## config.mk

```make
export PLATFORM = sky130hd
export DESIGN_NAME = i2c_slave_byte_engine
export DESIGN_NICKNAME = d
export VERILOG_FILES = /design/src/rtl/i2c_slave_byte_engine_pkg.sv /design/src/rtl/i2c_slave_byte_engine_shift8.sv /design/src/rtl/i2c_slave_byte_engine.sv
export SDC_FILE = /design/constraint.sdc
export NUM_CORES = 1
export LEC_CHECK = 0
export BUFFER_PORTS_ARGS = -buffer_cell sky130_fd_sc_hd__buf_2
export CELL_PAD_IN_SITES_DETAIL_PLACEMENT = 1
export CELL_PAD_IN_SITES_GLOBAL_PLACEMENT = 1
export CORE_MARGIN = 8
export CORE_UTILIZATION = 46
export CTS_BUF_LIST = sky130_fd_sc_hd__clkbuf_8
export CTS_CLUSTER_SIZE = 12
export DETAILED_ROUTE_END_ITERATION = 8
export PLACE_DENSITY = 0.84
export SETUP_SLACK_MARGIN = 0.3
export SKIP_CTS_REPAIR_TIMING = 1
export SKIP_LAST_GASP = 1
export SYNTH_ARGS = -nofsm -noshare
export SYNTH_HDL_FRONTEND = slang
export SYNTH_SLANG_ARGS = --single-unit
```

## constraint.sdc

```tcl
create_clock -name clk -period 4.4 [get_ports clk]
set_input_delay 0.22 -clock clk [delete_from_list [all_inputs] [get_ports clk]]
set_output_delay 0.22 -clock clk [all_outputs]
set_load 0.02 [all_outputs]
```

## src/rtl/i2c_slave_byte_engine_pkg.sv

```systemverilog
// Shared types and constants for the I2C target byte engine.
package i2c_pkg;

    // Bus-protocol phase of the target engine
    typedef enum logic [2:0] {
        IDLE      = 3'd0,
        ADDR      = 3'd1,
        ADDR_ACK  = 3'd2,
        RX        = 3'd3,
        RX_ACK    = 3'd4,
        TX        = 3'd5,
        TX_ACK    = 3'd6,
        WAIT_STOP = 3'd7
    } i2c_state_e;

    // 7-bit general-call address
    localparam logic [6:0] GCALL_ADDR = 7'h00;

    // Bit counter value of the last bit in a byte
    localparam logic [2:0] BIT_LAST = 3'd7;

endpackage

```

## src/rtl/i2c_slave_byte_engine_shift8.sv

```systemverilog
// 8-bit MSB-first shift register with parallel load and a bit counter.
// 'full' rises on the eighth shift and holds until the next clear or load.
module i2c_shift8
    import i2c_pkg::*;
(
    input  logic       clk,
    input  logic       rst,
    input  logic       clr,
    input  logic       load,
    input  logic [7:0] load_data,
    input  logic       shift,
    input  logic       bit_in,
    output logic [7:0] data,
    output logic [2:0] bit_cnt,
    output logic       full
);

    logic [7:0] data_r;
    logic [2:0] bit_cnt_r;
    logic       full_r;

    // Clear has priority over load, load over shift
    always_ff @(posedge clk or posedge rst) begin
        if (rst) begin
            data_r    <= 8'h00;
            bit_cnt_r <= 3'd0;
            full_r    <= 1'b0;
        end else if (clr) begin
            data_r    <= 8'h00;
            bit_cnt_r <= 3'd0;
            full_r    <= 1'b0;
        end else if (load) begin
            data_r    <= load_data;
            bit_cnt_r <= 3'd0;
            full_r    <= 1'b0;
        end else if (shift) begin
            data_r    <= {data_r[6:0], bit_in};
            bit_cnt_r <= bit_cnt_r + 3'd1;
            full_r    <= full_r | (bit_cnt_r == BIT_LAST);
        end
    end

    assign data    = data_r;
    assign bit_cnt = bit_cnt_r;
    assign full    = full_r;

endmodule

```

## src/rtl/i2c_slave_byte_engine.sv

```systemverilog
// Byte-level I2C target engine fed by the debounced SCL/SDA event stage.
// Transmit bytes reuse the receive shifter: each SCL rise shifts the bus bit
// in, which exposes the next bit to send at data[7] for the following fall.
module i2c_slave_byte_engine
    import i2c_pkg::*;
#(
    parameter bit         GCALL_EN     = 1'b0,
    parameter logic [7:0] TX_IDLE_BYTE = 8'hFF
) (
    input  logic       clk,
    input  logic       rst,
    input  logic       enable,
    input  logic [6:0] own_addr,
    input  logic       sta_det,
    input  logic       sto_det,
    input  logic       scl_rising,
    input  logic       scl_faling,
    input  logic       sda_i,
    output logic       sda_o,
    output logic [7:0] rx_data,
    output logic       rx_valid,
    input  logic       rx_nack,
    input  logic [7:0] tx_data,
    input  logic       tx_valid,
    output logic       tx_ack,
    output logic       addressed,
    output logic       rw,
    output logic       gcall,
    output logic       tx_underrun,
    output logic       master_nack
);

    i2c_state_e state_r, state_s;
    logic       sda_r, sda_s;
    logic       addressed_r, addressed_s;
    logic       rw_r, rw_s;
    logic       gcall_r, gcall_s;
    logic [7:0] rx_data_r, rx_data_s;
    logic       rx_nack_r, rx_nack_s;
    logic       rx_valid_r, rx_valid_s;
    logic       tx_ack_r, tx_ack_s;
    logic       tx_underrun_r, tx_underrun_s;
    logic       master_nack_r, master_nack_s;
    logic       sh_clr_s, sh_load_s, sh_shift_s, sh_full_s, load_tx_s;
    logic [7:0] sh_load_data_s, sh_data_s, tx_byte_s;
    logic [2:0] sh_cnt_s;
    logic       addr_match_s, is_gcall_s;

    i2c_shift8 u_shift (
        .clk       (clk),
        .rst       (rst),
        .clr       (sh_clr_s),
        .load      (sh_load_s),
        .load_data (sh_load_data_s),
        .shift     (sh_shift_s),
        .bit_in    (sda_i),
        .data      (sh_data_s),
        .bit_cnt   (sh_cnt_s),
        .full      (sh_full_s)
    );

    assign is_gcall_s   = GCALL_EN && (sh_data_s == {GCALL_ADDR, 1'b0});
    assign addr_match_s = (sh_data_s[7:1] == own_addr) || is_gcall_s;

    // Byte to load for transmission: fresh data or the idle filler
    always_comb begin
        if (tx_valid) begin
            tx_byte_s = tx_data;
        end else begin
            tx_byte_s = TX_IDLE_BYTE;
        end
    end

    // Next state, bus drive and pulses; enable, STOP and START outrank SCL edges
    always_comb begin
        state_s        = state_r;
        sda_s          = sda_r;
        addressed_s    = addressed_r;
        rw_s           = rw_r;
        gcall_s        = gcall_r;
        rx_data_s      = rx_data_r;
        rx_nack_s      = rx_nack_r;
        rx_valid_s     = 1'b0;
        tx_ack_s       = 1'b0;
        tx_underrun_s  = 1'b0;
        master_nack_s  = 1'b0;
        sh_clr_s       = 1'b0;
        sh_load_s      = 1'b0;
        sh_load_data_s = 8'h00;
        sh_shift_s     = 1'b0;
        load_tx_s      = 1'b0;
        if (!enable) begin
            state_s     = IDLE;
            sda_s       = 1'b1;
            addressed_s = 1'b0;
            sh_clr_s    = 1'b1;
        end else if (sto_det) begin
            state_s     = IDLE;
            sda_s       = 1'b1;
            addressed_s = 1'b0;
            sh_clr_s    = 1'b1;
        end else if (sta_det) begin
            state_s     = ADDR;
            sda_s       = 1'b1;
            addressed_s = 1'b0;
            sh_clr_s    = 1'b1;
        end else begin
            case (state_r)
                IDLE: begin
                    sda_s = 1'b1;
                end
                ADDR: begin
                    if (scl_rising) begin
                        sh_shift_s = 1'b1;
                    end else if (scl_faling && sh_full_s) begin
                        sh_clr_s = 1'b1;
                        if (addr_match_s) begin
                            sda_s   = 1'b0;
                            rw_s    = sh_data_s[0];
                            gcall_s = is_gcall_s;
                            state_s = ADDR_ACK;
                        end else begin
                            sda_s   = 1'b1;
                            state_s = WAIT_STOP;
                        end
                    end else begin
                        sh_shift_s = 1'b0;
                    end
                end
                ADDR_ACK: begin
                    if (scl_faling) begin
                        addressed_s = 1'b1;
                        if (rw_r) begin
                            load_tx_s = 1'b1;
                            state_s   = TX;
                        end else begin
                            sda_s    = 1'b1;
                            sh_clr_s = 1'b1;
                            state_s  = RX;
                        end
                    end else begin
                        sh_shift_s = 1'b0;
                    end
                end
                RX: begin
                    if (scl_rising) begin
                        sh_shift_s = 1'b1;
                        if (sh_cnt_s == BIT_LAST) begin
                            rx_data_s  = {sh_data_s[6:0], sda_i};
                            rx_valid_s = 1'b1;
                            rx_nack_s  = rx_nack;
                        end else begin
                            rx_valid_s = 1'b0;
                        end
                    end else if (scl_faling && sh_full_s) begin
                        sda_s   = rx_nack_r;
                        state_s = RX_ACK;
                    end else begin
                        sh_shift_s = 1'b0;
                    end
                end
                RX_ACK: begin
                    if (scl_faling) begin
                        sda_s    = 1'b1;
                        sh_clr_s = 1'b1;
                        state_s  = RX;
                    end else begin
                        sh_clr_s = 1'b0;
                    end
                end
                TX: begin
                    if (scl_rising) begin
                        sh_shift_s = 1'b1;
                    end else if (scl_faling) begin
                        if (sh_full_s) begin
                            sda_s   = 1'b1;
                            state_s = TX_ACK;
                        end else begin
                            sda_s = sh_data_s[7];
                        end
                    end else begin
                        sh_shift_s = 1'b0;
                    end
                end
                TX_ACK: begin
                    if (scl_rising) begin
                        if (sda_i) begin
                            master_nack_s = 1'b1;
                            addressed_s   = 1'b0;
                            sda_s         = 1'b1;
                            state_s       = WAIT_STOP;
                        end else begin
                            master_nack_s = 1'b0;
                        end
                    end else if (scl_faling) begin
                        load_tx_s = 1'b1;
                        state_s   = TX;
                    end else begin
                        load_tx_s = 1'b0;
                    end
                end
                WAIT_STOP: begin
                    sda_s = 1'b1;
                end
                default: begin
                    state_s = IDLE;
                    sda_s   = 1'b1;
                end
            endcase
        end
        if (load_tx_s) begin
            sh_load_s      = 1'b1;
            sh_load_data_s = tx_byte_s;
            sda_s          = tx_byte_s[7];
            tx_ack_s       = tx_valid;
            tx_underrun_s  = !tx_valid;
        end else begin
            sh_load_s = 1'b0;
        end
    end

    // State register
    always_ff @(posedge clk or posedge rst) begin
        if (rst) begin
            state_r <= IDLE;
        end else begin
            state_r <= state_s;
        end
    end

    // Registered bus drive, status and pulse outputs
    always_ff @(posedge clk or posedge rst) begin
        if (rst) begin
            sda_r         <= 1'b1;
            addressed_r   <= 1'b0;
            rw_r          <= 1'b0;
            gcall_r       <= 1'b0;
            rx_data_r     <= 8'h00;
            rx_nack_r     <= 1'b0;
            rx_valid_r    <= 1'b0;
            tx_ack_r      <= 1'b0;
            tx_underrun_r <= 1'b0;
            master_nack_r <= 1'b0;
        end else begin
            sda_r         <= sda_s;
            addressed_r   <= addressed_s;
            rw_r          <= rw_s;
            gcall_r       <= gcall_s;
            rx_data_r     <= rx_data_s;
            rx_nack_r     <= rx_nack_s;
            rx_valid_r    <= rx_valid_s;
            tx_ack_r      <= tx_ack_s;
            tx_underrun_r <= tx_underrun_s;
            master_nack_r <= master_nack_s;
        end
    end

    assign sda_o       = sda_r;
    assign addressed   = addressed_r;
    assign rw          = rw_r;
    assign gcall       = gcall_r;
    assign rx_data     = rx_data_r;
    assign rx_valid    = rx_valid_r;
    assign tx_ack      = tx_ack_r;
    assign tx_underrun = tx_underrun_r;
    assign master_nack = master_nack_r;

endmodule

```

# Word-level counts from Yosys, hierarchy flattened

Index checks and enable logic that the tools add are counted.

Add/sub/neg operators: 1
Equality and inequality tests: 35
Muxes and demuxes: 89
Bitwise operators: 4
Reductions and logical operators: 11

Operators by type and width:

| operator                                      | count |
|---|---|
| != test 6 bit, second input constant          | 13 |
| 2-to-1 mux 3 bit                              | 20 |
| 2-to-1 mux 1 bit                              | 59 |
| != test 5 bit, second input constant          | 10 |
| 2-to-1 mux 8 bit                              | 5 |
| one-hot mux 3 bit (6 select lines)            | 1 |
| == test 3 bit, second input constant          | 5 |
| AND reduction 12 bit                          | 1 |
| AND reduction 11 bit                          | 1 |
| != test 9 x 1 -> 1 bit, second input constant | 1 |
| == test 7 bit                                 | 1 |
| one-hot mux 1 bit (7 select lines)            | 1 |
| AND reduction 7 bit                           | 1 |
| == test 3 x 2 -> 1 bit, second input constant | 2 |
| AND reduction 6 bit                           | 1 |
| != test 5 x 1 -> 1 bit, second input constant | 1 |
| != test 5 x 4 -> 1 bit, second input constant | 1 |
| one-hot mux 1 bit (2 select lines)            | 2 |
| AND reduction 4 bit                           | 1 |
| adder 3 x 1 -> 3 bit, second input constant   | 1 |
| == test 3 x 1 -> 1 bit, second input constant | 1 |
| zero test 3 bit                               | 1 |
| inverter 1 bit                                | 3 |
| one-hot mux 1 bit (3 select lines)            | 1 |
| 6 further kinds                               | 6 |

Register bits: 31
Bits of input ports: 25
Output and inout bits: 16

# Logic depth before layout (Yosys ltp)

Word-level depth: 9
Depth in mapped cells: 7
Gate-level depth less buffers: 5

# Modules after synthesis

A second synthesis with hierarchy kept.

Cells, all modules: 189
Area, all modules: 1814.2 µm²

By module, submodules not included:

| module                | instances | cells an instance | area each (µm²) |
|---|---|---|---|
| i2c_slave_byte_engine | 1         | 138               | 1218.7 |
| i2c_shift8            | 1         | 51                | 595.6 |

# Worst setup path before layout

OpenSTA, ideal clock, no wires.

Path kind: register to register
From: register u_shift.data_r[3] (netlist: u_shift.data[3])
To: register rw_r (netlist: rw)
Setup time: 125 ps
Arrival: 1552 ps
Data required time: 4275 ps
Setup slack: 2724 ps
Stages on the path, launching flop included: 6
Cells stage by stage: dfrtp_1 xor2_1 nor4_2 nand3_1 nor3_1 mux2_2

Word-level cells in the longest chain between the ends: 2

Ends and longest elaborated chain:

| element                       | line                               | text |
|---|---|---|
| start: declaration            | i2c_slave_byte_engine_shift8.sv:18 | `logic [7:0] data_r;` |
| start signal: assignment      | i2c_slave_byte_engine_shift8.sv:33 | `data_r <= load_data;` |
| start signal: assignment      | i2c_slave_byte_engine_shift8.sv:37 | `data_r <= {data_r[6:0], bit_in};` |
| == test 7 bit                 | i2c_slave_byte_engine.sv:63        | `assign addr_match_s = (sh_data_s[7:1] == own_addr) \|\| is_gcall_s;` |
| AND reduction 7 bit (no line) | --                                 |  |
| end signal: assignment        | i2c_slave_byte_engine.sv:247       | `rw_r <= rw_s;` |
| end: declaration              | i2c_slave_byte_engine.sv:36        | `logic rw_r, rw_s;` |

No other way between the ends.
A chain may end at the register's enable or synchronous reset.

# Final worst setup path

From: register state_r[0]
To: register u_shift.data_r[3] (netlist: u_shift.data[3])

Word-level cells in the longest chain between the ends: 8
Elaborated cells on any way between the ends: 24
Classes of those cells: 6 x eq/ne; 16 x mux; 2 x reduce/logical

Ends and longest elaborated chain:

| element                                                        | line                               | text |
|---|---|---|
| start: declaration                                             | i2c_slave_byte_engine.sv:33        | `i2c_state_e state_r, state_s;` |
| start signal: assignment                                       | i2c_slave_byte_engine.sv:227       | `state_r <= state_s;` |
| == test 3 bit / == test 3 x 2 -> 1 bit (equally long branches) | i2c_slave_byte_engine.sv:108       | `case (state_r)` |
| one-hot mux 1 bit (2 select lines)                             | i2c_slave_byte_engine.sv:108       |  |
| 2-to-1 mux 1 bit                                               | i2c_slave_byte_engine.sv:102       | `end else if (sta_det) begin` |
| 2-to-1 mux 1 bit                                               | i2c_slave_byte_engine.sv:97        | `end else if (sto_det) begin` |
| 2-to-1 mux 1 bit                                               | i2c_slave_byte_engine.sv:92        | `if (!enable) begin` |
| 2-to-1 mux 8 bit / 2-to-1 mux 1 bit (equally long branches)    | i2c_slave_byte_engine.sv:211       | `if (load_tx_s) begin` |
| 2-to-1 mux 8 bit                                               | i2c_slave_byte_engine_shift8.sv:32 | `end else if (load) begin` |
| 2-to-1 mux 8 bit                                               | i2c_slave_byte_engine_shift8.sv:28 | `end else if (clr) begin` |

Parallel ways exist; a longest one is shown, timed or not.

==> results.cfg <==
[run_status]
status = completed

[synthesis]
synth_edf_count = 0
synth_common_cells = 30 x dfrtp_1, 14 x nand2_1, 13 x nor2_1, 13 x nor3_1, 10 x mux2_2
syn-cell-area_sq_mm = 0.00179
yosys-top-cells-area = dfrtp_1 42%, mux2_2 6.3%, nor3_1 3.6%, nand2_1 2.9%, xor2_1 2.9%
synth-async-reset-ratio_pct = 100
postSynthCellCount = 176
synth_ff_type = dfrtp_1
ys_ff_latch = 31
synth.avg_cell_area_sq_um = 10.2
yosys.area.top_type = dfrtp_1
ys_warn_count = 0
ys_types = 53
yosysMostFrequentCell = dfrtp_1
synth_nets = 203
ys_seq_area_share_pct = 43.4
synth.top_cell.area_share_pct = 41.9

[worst_setup_path]
crit_path_max_incr_delay_ps = 680
worstPathMaxFanout = 16
cp-start-kind = register
cpLargestDelayFamily = compound AO/OA/AOI/OAI gates
critPathBufInv = 0
path_cells = nor3_1 > a31oi_1 > o21ai_1 > o31ai_4 > nor2_1
critical_path_depth = 5
worst-setup-path-type = reg -> reg
worstPathArrival_ps = 2250
crit_path_top_delay_cell = dfrtp_1
cp-end-kind = register
r2r_cells = 5
cp.required_ps = 4550

[clock_network]
cts_root_buffer = clkbuf_8
cts_buffers = 5
clockBufferDepth = 2
path_clk_slew_ps = 70
clock_latency_ps = 280
h-tree-depth = 2
cts_tree = done
cts.sinks = 31

[layout]
layout-area-overhead-vs-synth_pct = 17.0
drive_gt1_share_pct = 31.8
diodes = 0
final_nets = 243
num-fill-cells = 443

[drt]
route.detailed.wl_per_inst_um = 19.9
vias_per_cell = 5.89
num_vias = 1561
finalWirelength_um = 5270
initialDrtViolationCount = 135
ant_nets = 0
route.detailed.drc = 0
first_pass_iters = 4

[timing]
fin_crit_sh_pct = 47.9
finalSetupViolations = 0
fin_tns_setup_ps = 0
drv_slew = 0
hold_viol_final = 0
worst_pin_slew_ps = 696
whs_ps = 7.13
rsz0062_at_grt = no
clock.fmax_ghz = 0.474
final.setup_skew_ps = 6.37
min_period_ps = 2110
maxSlewHeadroom_pct = 53.2

[placed_design]
numPortBuffers = 39
hpwl_um = 3930
place.gp.congestion = 0.949

[global_routing]
grt_max_degree = 32
antenna_found_initial = 0
grt_pass1_wl_um = 8650
grt_pass1_vias = 1770
grt.overflow.total = 0
grt_use_total_pct = 17.5

[pwr]
finalPower_w = 0.000595
powerDensity_mw_per_mm2 = 284
p_leak_nw = 0.961
peakVddDrop_uv = 228

[floorplanning]
rows = 22
die_y_um = 78.4
dieArea_sq_mm = 0.00615
die_w_um = 78.4
ios = 41
core-area_sq_mm = 0.00372
start_util_pct = 48.2

[job]
max_cap_violations = 0

[min_path]
hold_class = in -> async
worst min-delay path: cells and delay by family:
kind	cells	cell delay (ps)
buffers and inverters	3	490
kinds of logic after synthesis:
| group | after synthesis | synth area share (%) |
|---|---|---|
| AO/OA/AOI/OAI | 39 | 17.7 |
| buffers and inverters | 14 | 4.75 |
| flip-flops | 31 | 43.4 |
| other | 1 | 0.209 |
| XOR/XNOR | 8 | 3.91 |
| AND/OR/NAND/NOR | 67 | 20.2 |
| multiplexers | 14 | 8.52 |
| adder cells (fa/ha/maj) | 2 | 1.40 |
area by class of cell:
cell class	instances	area, sq um	area share, %
clock buffers	7	96.3	4.60
clock inverters	1	3.75	0.179
inverters	7	26.3	1.25
multi-input cells	131	930	44.4
flip-flops and latches	31	777	37.1
well taps	48	60.1	2.87
repair buffers	40	203	9.67
routing by layer:
layer | track usage [%] | routed length (um)
met4 | 7.59 | 98
met3 | 4.56 | 282
met5 | 0 | 0
met1 | 20.7 | 2230
met2 | 29.3 | 2660
per-stage QoR:
stage                     setup WS [ps]  util [%]  std cells  cell area [sq um]
after floorplan                    2720         -        176               1790
after global placement             2400      53.7        257               2000
after detailed placement           2350      53.7        257               2000
after CTS                          2300      56.4        265               2100
after global routing               2100      56.4        265               2100
final                              2290      56.4        265               2100
sequential cells by signal (all words and copies together), names as in the netlist:
register	flops
tx_ack	1
u_shift.full	1
master_nack	1
sda_o	1
rx_nack_r	1
rx_valid	1
state_r	3
rx_data	8
u_shift.bit_cnt	3
u_shift.data	8
rw	1
addressed	1
tx_underrun	1
report_power, final:
group	leakage, nW	switching, W	internal (W)
registers	0.429	0.00000420	0.000286
clock network	0.0557	0.000106	0.000140
logic	0.477	0.0000373	0.0000209
total	0.961	0.000147	0.000447
layout by cell type, fill, tap and decap left out, types with 2 or more instances in the layout:
master and count:
buf_2 39, dfrtp_1 30, nand2_1 14, nor2_1 13, nor3_1 13, mux2_2 10
inv_1 8, clkbuf_8 7, xor2_1 6, nand2b_1 6, a21oi_1 6, o21ai_0 5
nand3_1 4, mux2i_1 4, a31oi_1 4, a222oi_1 4, nor2b_1 3, xnor2_1 2
o211ai_1 2, and2_1 2, a211oi_1 2, ha_1 2
final timing paths:
| kind | from | to | slack, ps |
|---|---|---|---|
| min in group clk | sto_det | state_r[0] | 150 |
| max in group asynchronous | rst | sda_o | 4050 |
| hold reg to reg | rx_data[7] | rx_data[7] | 500 |
| setup / recovery | state_r[0] | u_shift.data[3] | 2290 |
| setup reg to reg | state_r[0] | u_shift.data[3] | 2290 |
| hold / removal | rst | addressed | 7 |
(Power assumes the default switching activity.)
